--- config.mk ---
export PLATFORM = sky130hd
export DESIGN_NAME = dmem_access_ctrl_flat
export DESIGN_NICKNAME = d
export VERILOG_FILES = /design/src/rtl/dmem_access_ctrl_pkg.sv /design/src/rtl/dmem_access_ctrl_if.sv /design/src/rtl/dmem_access_ctrl.sv /design/src/flat_wrapper.sv
export SDC_FILE = /design/constraint.sdc
export NUM_CORES = 1
export LEC_CHECK = 0
export CORE_MARGIN = 2
export CORE_UTILIZATION = 44
export DETAILED_ROUTE_END_ITERATION = 10
export PLACE_DENSITY = 0.85
export SLEW_MARGIN = 30
export SYNTH_ARGS = -nofsm -noshare
export SYNTH_HDL_FRONTEND = slang
export SYNTH_SLANG_ARGS = --single-unit
--- constraint.sdc ---
create_clock -name Clk_In -period 4.45 [get_ports Clk_In]
set_input_delay 0.89 -clock Clk_In [delete_from_list [all_inputs] [get_ports Clk_In]]
set_output_delay 0.89 -clock Clk_In [all_outputs]
set_load 0.02 [all_outputs]
--- src/rtl/dmem_access_ctrl_pkg.sv ---
// Shared types and sizing for the data-memory access controller.
// The state encoding and RAM geometry defaults live here.
package dmem_access_ctrl_pkg;

    localparam int DSIZE_DEF  = 16;
    localparam int AWIDTH_DEF = 10;
    localparam int RAM_DEPTH  = 1024;

    typedef enum logic [1:0] {
        IDLE    = 2'd0,
        ACCESS  = 2'd1,
        CAPTURE = 2'd2,
        RESP    = 2'd3
    } state_t;

endpackage

--- src/rtl/dmem_access_ctrl_if.sv ---
// Pipeline request/response and RAM port bundle for dmem_access_ctrl.
// master = the controller (initiator), slave = pipeline stage plus RAM.
interface dmem_access_ctrl_if
    import dmem_access_ctrl_pkg::*;
#(
    parameter int DSIZE  = DSIZE_DEF,
    parameter int AWIDTH = AWIDTH_DEF
) ();

    logic              Req_Valid;
    logic              Req_Write;
    logic [DSIZE-1:0]  Req_Addr;
    logic [DSIZE-1:0]  Req_Wdata;
    logic              Req_Ready;
    logic              Rsp_Valid;
    logic              Rsp_Ready;
    logic [DSIZE-1:0]  Rsp_Rdata;
    logic              Rsp_Err;
    logic              Mem_Enable;
    logic              Mem_Write_Enab;
    logic [AWIDTH-1:0] Mem_Add;
    logic [DSIZE-1:0]  Mem_Wdata;
    logic [DSIZE-1:0]  Mem_Rdata;

    modport master (
        input  Req_Valid, Req_Write, Req_Addr, Req_Wdata, Rsp_Ready, Mem_Rdata,
        output Req_Ready, Rsp_Valid, Rsp_Rdata, Rsp_Err,
        output Mem_Enable, Mem_Write_Enab, Mem_Add, Mem_Wdata
    );

    modport slave (
        output Req_Valid, Req_Write, Req_Addr, Req_Wdata, Rsp_Ready, Mem_Rdata,
        input  Req_Ready, Rsp_Valid, Rsp_Rdata, Rsp_Err,
        input  Mem_Enable, Mem_Write_Enab, Mem_Add, Mem_Wdata
    );

endinterface

--- src/rtl/dmem_access_ctrl.sv ---
// Load/store initiator for the 1024x16 single-port data RAM (one-cycle read).
// Optional out-of-range address checking is enabled by defining DMEM_ERR_CHECK_EN.
//
// state   | meaning
// IDLE    | Req_Ready high, waiting for a request
// ACCESS  | RAM enabled for one cycle (write-enable = latched store flag)
// CAPTURE | RAM output valid, copied into the rdata register
// RESP    | Rsp_Valid high, held until Rsp_Ready
module dmem_access_ctrl
    import dmem_access_ctrl_pkg::*;
#(
    parameter int DSIZE  = DSIZE_DEF,
    parameter int AWIDTH = AWIDTH_DEF
) (
    input  logic               Clk_In,
    input  logic               Rst_In,
    dmem_access_ctrl_if.master bus
);

    state_t            state;
    logic              req_ready_q;
    logic              rsp_valid_q;
    logic              mem_en_q;
    logic              mem_we_q;
    logic              wr_q;
    logic [AWIDTH-1:0] addr_q;
    logic [DSIZE-1:0]  wdata_q;
    logic [DSIZE-1:0]  rdata_q;

`ifdef DMEM_ERR_CHECK_EN
    logic err_q;
    logic out_of_range;

    assign out_of_range = |bus.Req_Addr[DSIZE-1:AWIDTH];
`endif

    always_ff @(posedge Clk_In or posedge Rst_In) begin
        if (Rst_In) begin
            state       <= IDLE;
            req_ready_q <= 1'b1;
            rsp_valid_q <= 1'b0;
            mem_en_q    <= 1'b0;
            mem_we_q    <= 1'b0;
            wr_q        <= 1'b0;
            addr_q      <= '0;
            wdata_q     <= '0;
            rdata_q     <= '0;
`ifdef DMEM_ERR_CHECK_EN
            err_q       <= 1'b0;
`endif
        end else begin
            case (state)
                IDLE: begin
                    if (bus.Req_Valid) begin
                        wr_q        <= bus.Req_Write;
                        addr_q      <= bus.Req_Addr[AWIDTH-1:0];
                        wdata_q     <= bus.Req_Wdata;
                        req_ready_q <= 1'b0;
`ifdef DMEM_ERR_CHECK_EN
                        // Out-of-range requests skip the RAM entirely.
                        if (out_of_range) begin
                            state       <= RESP;
                            rsp_valid_q <= 1'b1;
                            rdata_q     <= '0;
                            err_q       <= 1'b1;
                        end else begin
                            state    <= ACCESS;
                            mem_en_q <= 1'b1;
                            mem_we_q <= bus.Req_Write;
                        end
`else
                        state    <= ACCESS;
                        mem_en_q <= 1'b1;
                        mem_we_q <= bus.Req_Write;
`endif
                    end
                end
                ACCESS: begin
                    mem_en_q <= 1'b0;
                    mem_we_q <= 1'b0;
                    if (wr_q) begin
                        state       <= RESP;
                        rsp_valid_q <= 1'b1;
                        rdata_q     <= '0;
                    end else begin
                        state <= CAPTURE;
                    end
                end
                CAPTURE: begin
                    rdata_q     <= bus.Mem_Rdata;
                    rsp_valid_q <= 1'b1;
                    state       <= RESP;
                end
                RESP: begin
                    if (bus.Rsp_Ready) begin
                        rsp_valid_q <= 1'b0;
                        rdata_q     <= '0;
                        req_ready_q <= 1'b1;
                        state       <= IDLE;
`ifdef DMEM_ERR_CHECK_EN
                        err_q       <= 1'b0;
`endif
                    end
                end
                default: state <= IDLE;
            endcase
        end
    end

    assign bus.Req_Ready      = req_ready_q;
    assign bus.Rsp_Valid      = rsp_valid_q;
    assign bus.Rsp_Rdata      = rdata_q;
    assign bus.Mem_Enable     = mem_en_q;
    assign bus.Mem_Write_Enab = mem_we_q;
    assign bus.Mem_Add        = addr_q;
    assign bus.Mem_Wdata      = wdata_q;

`ifdef DMEM_ERR_CHECK_EN
    assign bus.Rsp_Err = err_q;
`else
    assign bus.Rsp_Err = 1'b0;
`endif

endmodule

--- src/flat_wrapper.sv ---
// flat-port wrapper written by rule: the top's interface ports become plain ports
module dmem_access_ctrl_flat import dmem_access_ctrl_pkg::*;
#(
    parameter int DSIZE  = DSIZE_DEF,
    parameter int AWIDTH = AWIDTH_DEF
)
  (Clk_In, Rst_In, bus_Req_Valid, bus_Req_Write, bus_Req_Addr, bus_Req_Wdata, bus_Rsp_Ready, bus_Mem_Rdata, bus_Req_Ready, bus_Rsp_Valid, bus_Rsp_Rdata, bus_Rsp_Err, bus_Mem_Enable, bus_Mem_Write_Enab, bus_Mem_Add, bus_Mem_Wdata);
  dmem_access_ctrl_if #(.DSIZE(DSIZE), .AWIDTH(AWIDTH)) bus_i ();
  input  logic Clk_In;
  input  logic Rst_In;
  input wire logic [$bits(bus_i.Req_Valid)-1:0] bus_Req_Valid;
  input wire logic [$bits(bus_i.Req_Write)-1:0] bus_Req_Write;
  input wire logic [$bits(bus_i.Req_Addr)-1:0] bus_Req_Addr;
  input wire logic [$bits(bus_i.Req_Wdata)-1:0] bus_Req_Wdata;
  input wire logic [$bits(bus_i.Rsp_Ready)-1:0] bus_Rsp_Ready;
  input wire logic [$bits(bus_i.Mem_Rdata)-1:0] bus_Mem_Rdata;
  output wire logic [$bits(bus_i.Req_Ready)-1:0] bus_Req_Ready;
  output wire logic [$bits(bus_i.Rsp_Valid)-1:0] bus_Rsp_Valid;
  output wire logic [$bits(bus_i.Rsp_Rdata)-1:0] bus_Rsp_Rdata;
  output wire logic [$bits(bus_i.Rsp_Err)-1:0] bus_Rsp_Err;
  output wire logic [$bits(bus_i.Mem_Enable)-1:0] bus_Mem_Enable;
  output wire logic [$bits(bus_i.Mem_Write_Enab)-1:0] bus_Mem_Write_Enab;
  output wire logic [$bits(bus_i.Mem_Add)-1:0] bus_Mem_Add;
  output wire logic [$bits(bus_i.Mem_Wdata)-1:0] bus_Mem_Wdata;
  assign bus_i.Req_Valid = bus_Req_Valid;
  assign bus_i.Req_Write = bus_Req_Write;
  assign bus_i.Req_Addr = bus_Req_Addr;
  assign bus_i.Req_Wdata = bus_Req_Wdata;
  assign bus_i.Rsp_Ready = bus_Rsp_Ready;
  assign bus_i.Mem_Rdata = bus_Mem_Rdata;
  assign bus_Req_Ready = bus_i.Req_Ready;
  assign bus_Rsp_Valid = bus_i.Rsp_Valid;
  assign bus_Rsp_Rdata = bus_i.Rsp_Rdata;
  assign bus_Rsp_Err = bus_i.Rsp_Err;
  assign bus_Mem_Enable = bus_i.Mem_Enable;
  assign bus_Mem_Write_Enab = bus_i.Mem_Write_Enab;
  assign bus_Mem_Add = bus_i.Mem_Add;
  assign bus_Mem_Wdata = bus_i.Mem_Wdata;
  dmem_access_ctrl #(.DSIZE(DSIZE), .AWIDTH(AWIDTH)) u_core (.Clk_In(Clk_In), .Rst_In(Rst_In), .bus(bus_i));
endmodule
After elaboration in Yosys (flattened, before gate mapping)
Index checks and enable logic that the tools add are counted.
{"block": "op_classes", "eq_ne": 6, "muxes": 17, "n_reduce_logical": 9}
{"cell": "16-bit case mux with 3 select lines", "count": 1}
{"cell": "16-bit two-way mux", "count": 2}
{"cell": "2-bit case mux with 4 select lines", "count": 1}
{"cell": "1-bit two-way mux", "count": 7}
{"cell": "1-bit case mux with 2 select lines", "count": 3}
{"cell": "2-bit AND reduction", "count": 3}
{"cell": "3-bit AND reduction", "count": 2}
{"cell": "2-bit equality test, second input constant", "count": 2}
{"cell": "2-bit two-way mux", "count": 2}
{"cell": "2-bit inequality test, second input constant", "count": 2}
{"cell": "2-bit nonzero test", "count": 2}
{"cell": "1-bit case mux with 3 select lines", "count": 1}
{"cell": "3-bit nonzero test", "count": 1}
{"cell": "2-bit by 1-bit equality test with 1-bit output, second input constant", "count": 1}
{"cell": "2-bit zero test", "count": 1}
{"cell": "2-bit by 1-bit inequality test with 1-bit output, second input constant", "count": 1}
{"block": "totals", "register_bits": 49, "input_bits": 53, "out_inout_bits": 47, "elab_cells": 41}

Depth between registers and ports, before layout
{"block": "depth", "ltp_word": 3, "depth_mapped": 6, "ltp_nobuf": 5}

Worst setup path after synthesis
OpenSTA, ideal clock, no wires.
{"block": "synth_timing", "path_type": "input-to-reg", "startpoint": "input port bus_Rsp_Ready", "endpoint": "register u_core.rdata_q[0] (netlist: u_core.bus.Rsp_Rdata[0])", "setup_ns": 0.079, "arrival_time_ns": 1.655, "t_required_ns": 4.371, "slack_ns": 2.716, "path_stages": 4, "path_buffers": 1, "cell_sequence": "nor2b_4 > nor3_4 > buf_12 > mux2i_1"}
{"block": "synth_between", "elab_chain_cells": 2}
{"item": "start: declaration", "line_no": "flat_wrapper.sv:15", "source": "input wire logic [$bits(bus_i.Rsp_Ready)-1:0] bus_Rsp_Ready;"}
{"item": "2-bit inequality test (no source line)"}
{"item": "3-bit AND reduction (no source line)"}
{"item": "end signal: assignment", "line_no": "dmem_access_ctrl.sv:90", "source": "rdata_q <= bus.Mem_Rdata;"}
{"item": "end: declaration", "line_no": "dmem_access_ctrl.sv:28", "source": "logic [DSIZE-1:0] rdata_q;"}
Every way passes these cells.
A chain may end at the register's enable or synchronous reset.

Worst setup path after layout
{"block": "layout_timing", "startpoint": "input port bus_Rsp_Ready", "endpoint": "register u_core.rdata_q[4] (netlist: u_core.bus.Rsp_Rdata[4])"}
The elaborated chain is that of the path after synthesis.

==> metrics.yaml <==
die:
  chipHeight_um: 73.4
  start_util_pct: 45.2
  rows: 25
  coreArea_mm2: 0.00469
  io_pins: 100
  dieArea_mm2: 0.00539
  die_x_um: 73.4
setup_path:
  critical_path_arrival_ps: 2570
  crit_type: "input port to flop"
  startpoint: "bus_Rsp_Ready"
  crit_required_ps: 4660
  r2r_cells: 4
  critPathMaxStageDelay_ps: 770
  start_kind: "input port"
  critPathMaxFanout: 16
  reg2reg_from: "u_core.state[0]$_DFFE_PP0P_"
  path_cells: "clkdlybuf4s50_1 > nor2b_4 > nor3_4 > mux2i_1"
  cp_slowest_cell: "nor3_4"
  cp-end-kind: "flop"
min_path:
  hold_path_class: "flop to flop"
  holdPathStages: 1
  hold_start: "u_core.bus.Mem_Wdata[14]$_DFFE_PP0P_"
cells_and_area:
  antenna_cells: 0
  final_nets: 315
  area_delta_synth_final_pct: 48.1
  drive_gt1_share_pct: 10.9
  postLayoutCoreUtil_pct: 67.0
sta:
  finalCritPeriodShare_pct: 53.0
  worstMarginPinSlew_ps: 948
  period_needed_ps: 2360
  slew_headroom_pct: 36.6
  fin_setup_tns_ps: 0
  skew_ps: 3.22
  hold_violations: 0
  slew_viol_final: 0
  setup_viol: 0
  rsz0062_at_grt: "no"
  worst_slack_ps: 2090
  timing.fmax_mhz: 424
clocking:
  h-tree-depth: 2
  post_cts_buffers: 0
  clk_latency_ps: 290
  cts_resized: 0
  hold_buffers: 0
  clockBufferDepth: 2
  cts_buffers: 5
  path_clk_slew_ps: 90
  cts_root_buf: "clkbuf_8"
  tritoncts: "built"
  numClockSinks: 49
synthesis:
  synth_most_common_cell: "dfrtp_1"
  synth_area_per_cell_um2: 12.9
  synthArstFlopShare_pct: 100
  synthesis.nets: 223
  synthCells: 165
  synth_flop_cell: "dfrtp_1"
  synth_common_cells: "dfrtp_1, inv_1, nand2_1"
  syn_area_mm2: 0.00212
  ys_ff_latch: 49
  synth_top_area_cell: "dfrtp_1"
  post_synth_main_area_contributors: "dfrtp_1, mux2i_1, mux2_2, mux2_1, inv_1"
  synthDistinctLibCells: 26
  seq_area_frac_synth_pct: 57.9
  yosys_warnings: 0
  synth_edf_count: 0
  synth_top_cell_area_share_pct: 56.6
grt:
  grt_pass1_wl_um: 6730
  grt-ovfl-total: 0
  grt.total_usage_pct: 16.2
  grt_pass1_vias: 1506
  antenna_found_initial: 0
  grt_max_degree: 50
placement:
  pre_cts_ws_ps: 1770
  place_congestion: 0.692
  portBuffers: 92
  dp_hpwl_um: 3010
drt:
  drt_iter0_drc: 39
  routed_wl_um: 4130
  wire_per_inst_um: 13.3
  drc_errors: 0
  ant_nets: 0
  vias: 1503
  firstDrtPassIters: 4
  viasPerCell: 4.83
run:
  cap_violations: 0
pwr:
  pwr_density_cell_mw_per_mm2: 732
  leakage_nw: 1.38
  ir_worst_vdd_v: 0.000322
status:
  outcome: "finished clean"
[layer usage]
metal  track usage [%]  up-vias  share of wire, %
li1                  -      726                 -
met1              18.4      711                41
met2              28.3       62                48
met3              6.17        4               9.4
met4              4.65        0              0.97
met5                 0        -                 0
[where the power goes]
group	internal [mW]	switching, mW
registers	0.671	0.118
logic	0.644	0.608
clock network	0.123	0.137
total	1.44	0.863
[layout by cell type (no fill, tap or decap)]
master	count
conb_1	1
mux2_1	13
dfstp_2	1
mux2i_1	17
nand2_2	1
a31oi_1	1
dfrtp_1	48
nor2b_2	1
nor2b_4	1
inv_1	19
inv_4	1
nand2_1	18
clkinvlp_4	1
clkdlybuf4s50_1	92
a21oi_1	3
nor2_1	2
o21ai_0	3
a2111oi_0	1
clkbuf_8	6
or4_1	1
mux2_2	15
nor2b_1	3
ha_1	5
nor3_4	1
o31ai_1	2
[logic make-up after synthesis]
group                    Yosys count  synth area share (%)
flip-flops                        49                  57.9
multiplexers                      45                  22.9
AND/OR/NAND/NOR                   28                  6.90
buffers and inverters             27                  6.37
AO/OA/AOI/OAI                     10                  2.83
adder cells (fa/ha/maj)            5                  2.95
other                              1                 0.177
[cell type report]
class / count / area, µm²
Clock buffer: 6 / 82.6
Clock inverter: 1 / 7.51
Fill cell: 365 / 1550
Inverter: 20 / 77.6
Multi-Input combinational cell: 89 / 758
Sequential cell: 49 / 1230
Tap cell: 54 / 67.6
Timing Repair Buffer: 92 / 921
[state kept, by name, summed over array words and instances, names as in the netlist]
register / cells
u_core.bus.Req_Ready: 1
u_core.bus.Mem_Write_Enab: 1
u_core.wr_q: 1
u_core.bus.Mem_Wdata: 16
u_core.bus.Rsp_Rdata: 16
u_core.bus.Mem_Enable: 1
u_core.bus.Mem_Add: 10
u_core.bus.Rsp_Valid: 1
u_core.state: 2
[critical path: cells and delay by family]
family        cells  cell delay [ps]
buf+inv           1              540
mux               1              280
simple gates      2              840
[metrics by stage]
step / power [mW] / cells / hold slack, ps / instance area [µm²]
floorplan: 1.56 / 165 / 518 / 2120
global placement: 2.03 / 304 / 473 / 3050
detailed placement: 2.07 / 304 / 481 / 3050
CTS: 2.33 / 311 / 500 / 3140
global route: 2.46 / 311 / 506 / 3140
finish: 2.30 / 311 / 492 / 3140
[final timing paths]
path | end | slack [ps]
worst min-delay path | u_core.bus.Mem_Wdata[14]$_DFFE_PP0P_ | 490
worst min register to register | u_core.bus.Mem_Wdata[14]$_DFFE_PP0P_ | 490
min in group asynchronous | u_core.bus.Mem_Wdata[3]$_DFFE_PP0P_ | 1020
max in group asynchronous | u_core.bus.Mem_Add[8]$_DFFE_PP0P_ | 3030
worst max-delay path | u_core.bus.Rsp_Rdata[4]$_DFFE_PP0P_ | 2090
worst max register to register | u_core.bus.Rsp_Rdata[4]$_DFFE_PP0P_ | 2400
No activity file was read; power rests on OpenSTA's default activity.
